--- src/rtl/controller_pkt_serializer.sv ---
// controller_pkt_serializer: two-slot ping-pong buffer replaying wide packets as a word stream
module controller_pkt_serializer #(
    parameter int DBITS = 32,
    parameter int LBITS = 4
) (
    input  logic                          clk,
    input  logic                          reset,
    input  logic                          flush,
    input  logic [DBITS*(2**LBITS)-1:0]   pkt_in,
    input  logic [LBITS-1:0]              pkt_len,
    input  logic                          pkt_valid,
    output logic                          pkt_ready,
    output logic [DBITS-1:0]              dout,
    output logic                          dout_valid,
    input  logic                          dout_ready,
    output logic                          dout_last,
    output logic                          empty,
    output logic                          full
);
    localparam int PKT = 2**LBITS;
    typedef logic [PKT-1:0][DBITS-1:0] pkt_t;

    pkt_t             data_q [2];
    pkt_t             data_d [2];
    logic [LBITS:0]   len_q  [2];
    logic [LBITS:0]   len_d  [2];
    logic [1:0]       vld_q, vld_d;
    logic             wr_q, wr_d, rd_q, rd_d;
    logic [LBITS-1:0] idx_q, idx_d;
    logic             accept, xfer;

    assign full       = vld_q[0] & vld_q[1];
    assign empty      = ~vld_q[0] & ~vld_q[1];
    assign pkt_ready  = ~full;
    assign dout_valid = vld_q[rd_q];
    assign dout       = dout_valid ? data_q[rd_q][idx_q] : '0;
    assign dout_last  = dout_valid && ({1'b0, idx_q} == len_q[rd_q] - 1'b1);
    assign accept     = pkt_valid & pkt_ready;
    assign xfer       = dout_valid & dout_ready;

    // Next state: flush wins; otherwise load into the write slot and drain the read slot independently
    always_comb begin
        data_d = data_q;
        len_d  = len_q;
        vld_d  = vld_q;
        wr_d   = wr_q;
        rd_d   = rd_q;
        idx_d  = idx_q;
        if (flush) begin
            data_d[0] = '0;
            data_d[1] = '0;
            vld_d     = '0;
            wr_d      = 1'b0;
            rd_d      = 1'b0;
            idx_d     = '0;
        end else begin
            if (accept) begin
                data_d[wr_q] = pkt_in;
                len_d[wr_q]  = (pkt_len == '0) ? (LBITS+1)'(PKT) : {1'b0, pkt_len};
                vld_d[wr_q]  = 1'b1;
                wr_d         = ~wr_q;
            end
            if (xfer && dout_last) begin
                vld_d[rd_q]  = 1'b0;
                data_d[rd_q] = '0;
                idx_d        = '0;
                rd_d         = ~rd_q;
            end else if (xfer) begin
                idx_d = idx_q + 1'b1;
            end
        end
    end

    // State registers with asynchronous clear
    always_ff @(posedge clk or posedge reset) begin
        if (reset) begin
            data_q[0] <= '0;
            data_q[1] <= '0;
            len_q[0]  <= '0;
            len_q[1]  <= '0;
            vld_q     <= '0;
            wr_q      <= 1'b0;
            rd_q      <= 1'b0;
            idx_q     <= '0;
        end else begin
            data_q <= data_d;
            len_q  <= len_d;
            vld_q  <= vld_d;
            wr_q   <= wr_d;
            rd_q   <= rd_d;
            idx_q  <= idx_d;
        end
    end
endmodule

--- config.mk ---
export PLATFORM = sky130hd
export DESIGN_NAME = controller_pkt_serializer
export DESIGN_NICKNAME = d
export VERILOG_FILES = /design/src/rtl/controller_pkt_serializer.sv
export SDC_FILE = /design/constraint.sdc
export NUM_CORES = 2
export LEC_CHECK = 0
export ABC_AREA = 1
export CORE_MARGIN = 1
export CORE_UTILIZATION = 39
export CTS_BUF_LIST = sky130_fd_sc_hd__clkbuf_16
export DETAILED_ROUTE_END_ITERATION = 7
export PLACE_DENSITY = 0.57
export SYNTH_ARGS = -nofsm -noshare
export SYNTH_HDL_FRONTEND = slang
export SYNTH_SLANG_ARGS = --single-unit
--- constraint.sdc ---
create_clock -name clk -period 42.3 [get_ports clk]
set_input_delay 6.345 -clock clk [delete_from_list [all_inputs] [get_ports clk]]
set_output_delay 6.345 -clock clk [all_outputs]
set_load 0.005 [all_outputs]
==> results.sh <==
export IMPL_die_h_um=380
export IMPL_finalNetCount=8637
export IMPL_crit_buf_inv=4
export IMPL_drtAntennaViolNets=0
export IMPL_hold_viol=0
export IMPL_end_kind="output pin"
export IMPL_worst_pin_slew_ns=1.15
export IMPL_detail_route_wl_per_cell_um=22.3
export IMPL_dp_hpwl_mm=141
export IMPL_gr_usage_all_layers_pct=30.3
export IMPL_ys_warn_count=0
export IMPL_ys_seq_area_share_pct=46.9
export IMPL_io_buffers=557
export IMPL_rsz0062_at_grt="false"
export IMPL_ys_ff_latch=1042
export IMPL_ir_drop_mv=0.0323
export IMPL_die_w_um=380
export IMPL_finalClockSkew_ns=0.0403
export IMPL_root_buffer="clkbuf_16"
export IMPL_hp_class="reg -> reg"
export IMPL_layout_min_cycle_time_ns=12.26
export IMPL_syn_avg_cell_area_um2=6.97
export IMPL_drtPass1Iterations=6
export IMPL_crit_type="reg -> out"
export IMPL_p_per_area_nw_per_um2=38.2
export IMPL_synth_fp_nets=8502
export IMPL_leakage_nw=34.6
export IMPL_slew_viol_final=0
export IMPL_globalRouteOverflowTotal=0
export IMPL_cts_resized=0
export IMPL_cts_tree="done"
export IMPL_synth_top_area_cell="dfrtp_1"
export IMPL_htree_levels=3
export IMPL_synth_common_cells="1957 x nand2_1, 1220 x o21ai_0, 1063 x inv_1"
export IMPL_die_area_um2=144000
export IMPL_max_freq_mhz=81.6
export IMPL_synth_edf_count=0
export IMPL_drtIter0Drc=6308
export IMPL_netlist_area_um2=55700
export IMPL_clock_path_buffers=3
export IMPL_drc=0
export IMPL_place_area_um2=61800
export IMPL_routed_via_density=5.39
export IMPL_synth_most_common_cell="nand2_1"
export IMPL_grt_pass1_vias=50500
export IMPL_crit_slowest_cell="dfrtp_4"
export IMPL_cts_hold_buf=0
export IMPL_setup_viol=0
export IMPL_ios=558
export IMPL_status="completed"
export IMPL_rows=138
export IMPL_worstHoldPathCells=2
export IMPL_max_stage_delay_ns=0.79
export IMPL_antenna_found_initial=8
export IMPL_relSlewSlack_pct=23.5
export IMPL_post_cts_buffers=0
export IMPL_drive_above_1_share_pct=3.17
export IMPL_clock_sinks=1042
export IMPL_max_cap_viol_count=0
export IMPL_r2r_cells=14
export IMPL_core_um2=142000
export IMPL_synthFlopType="dfrtp_1"
export IMPL_drt_wl_total_mm=225
export IMPL_area_delta_synth_final_pct=17.6
export IMPL_crit_chain="buf_4, buf_4, buf_4, o21ai_0, o22ai_1, o21ai_0, nor2_1, nor2_1, nor2_1, clkdlybuf4s50_1"
export IMPL_critPathTopFamily="buffers and inverters"
export IMPL_synthTopCellsByArea="dfrtp_1 47%, nand2_1 13%, o21ai_0 11%"
export IMPL_netlist_instances=7979
export IMPL_clk_pin_slew_worst_paths_ns=0.06
export IMPL_async_flop_share_pct=100
export IMPL_path_depth=10
export IMPL_ys_types=28
export IMPL_fin_area_um2=65500
export IMPL_required_ns=35.95
export IMPL_tns_ns=0
export IMPL_crit_arrival_ns=5.92
export IMPL_via_count=54500
export IMPL_finalCritPeriodShare_pct=29.0
export IMPL_routabilityCongestion=0.871
export IMPL_synth_top_area_share_pct=46.9
export IMPL_grt_max_degree=162
export IMPL_cp_start_kind="register"
export IMPL_clk_insertion_delay_late_ns=0.77
export IMPL_grt_pass1_wl_mm=335
export IMPL_cts_buffers=118
export IMPL_critPathMaxFanout=62
export IMPL_start_util_pct=39.3
==> report_power, final <==
group / internal [mW] / leakage [nW] / switching (mW) / total [mW]
logic: 0.136 / 18.7 / 0.276 / 0.413
registers: 1.06 / 14.0 / 0.0348 / 1.10
clock network: 0.552 / 1.90 / 0.441 / 0.993
==> cell families (layout without fill, tap and decap cells) <==
| logic type | after synthesis | count (layout) | synth area share (%) |
|---|---|---|---|
| other | 0 | 1 | 0 |
| buffers and inverters | 1691 | 1924 | 11.7 |
| AOI/OAI and AO/OA | 1546 | 1546 | 14.4 |
| muxes | 4 | 4 | 0.0764 |
| and+or+nand+nor | 3692 | 3692 | 26.9 |
| adders and majority gates | 2 | 2 | 0.0450 |
| DFF | 1042 | 1042 | 46.9 |
| xor gates and xnor gates | 2 | 2 | 0.0315 |
==> metal layers <==
layer / track usage [%] / vias to the layer above / wire length, µm
met5: 0 / - / 41
met4: 10.4 / 6 / 7610
met3: 5.85 / 272 / 20600
met2: 43.3 / 2567 / 95600
met1: 45.5 / 26300 / 101000
li1: - / 25300 / -
==> worst register-to-register path: stages, from the launching register on <==
cell     delay (ns)
dfrtp_4        0.80
inv_8          0.61
buf_4          0.81
nand2_1        0.16
nand2_1        0.09
nor2_1         0.04
nand3_1        0.08
nor2_1         0.04
nand2_1        0.11
nor2_4         0.08
nand3_4        0.67
buf_4          0.96
buf_4          0.98
nand2_1        0.19
inv_1          0.09
==> cell usage in the layout, fill, tap and decap left out <==
master,instances
clkinv_1,32
buf_12,5
nand3_1,842
ha_1,2
nor4_1,1
clkdlybuf4s50_1,557
inv_2,1
buf_4,76
mux2i_1,2
dfrtp_4,4
clkinv_8,1
inv_1,1087
clkinv_2,25
o31ai_1,62
nand3b_1,1
nor3_1,1
a21oi_1,184
nand2_8,1
nand2_1,1957
diode_2,1
mux2_2,2
dfrtp_1,1038
nor2_2,1
nand3_4,2
nor2_4,2
inv_8,7
xnor2_1,1
clkbuf_16,120
bufinv_16,7
clkinvlp_4,1
inv_6,5
xor2_1,1
nor2_1,884
o21ai_0,1220
o21ai_1,1
a211oi_1,15
o22ai_1,64
==> final cells by class <==
cell class | count | area (µm²)
clock inverters | 98 | 623
flip-flops and latches | 1042 | 26100
clock buffers | 120 | 3000
repair buffers | 638 | 6250
multi-input cells | 5246 | 23100
well taps | 1890 | 2360
fillers | 14400 | 76100
diodes | 1 | 2.50
inverters | 1068 | 4060
==> final timing paths <==
path / slack [ns] / from / end
max: 30.04 / idx_q[0] / dout[1]
min: 0.47 / len_q[4] / len_q[4]
max reg2reg: 36.53 / idx_q[1] / data_q[252]
min reg2reg: 0.47 / len_q[4] / len_q[4]
max in group asynchronous: 31.50 / reset / data_q[113]
min in group asynchronous: 6.10 / reset / data_q[301]
==> flip-flops by register name, indices dropped and copies added, names as in the netlist <==
register	cells
len_q	10
vld_q	2
rd_q	1
data_q	1024
wr_q	1
idx_q	4
==> stage by stage <==
stage	total power, mW	hold slack [ns]	worst slack [ns]	cells	util (%)
2_1_floorplan	1.34	0.442	6.63	7979	-
3_3_place_gp	1.52	0.455	30.53	9884	43.7
3_5_place_dp	1.52	0.460	30.51	9884	43.7
4_1_cts	2.51	0.473	30.16	10100	46.2
5_1_grt	2.60	0.483	29.84	10100	46.2
6_report	2.50	0.474	30.04	10100	46.2
No activity file was read; power rests on OpenSTA's default activity.
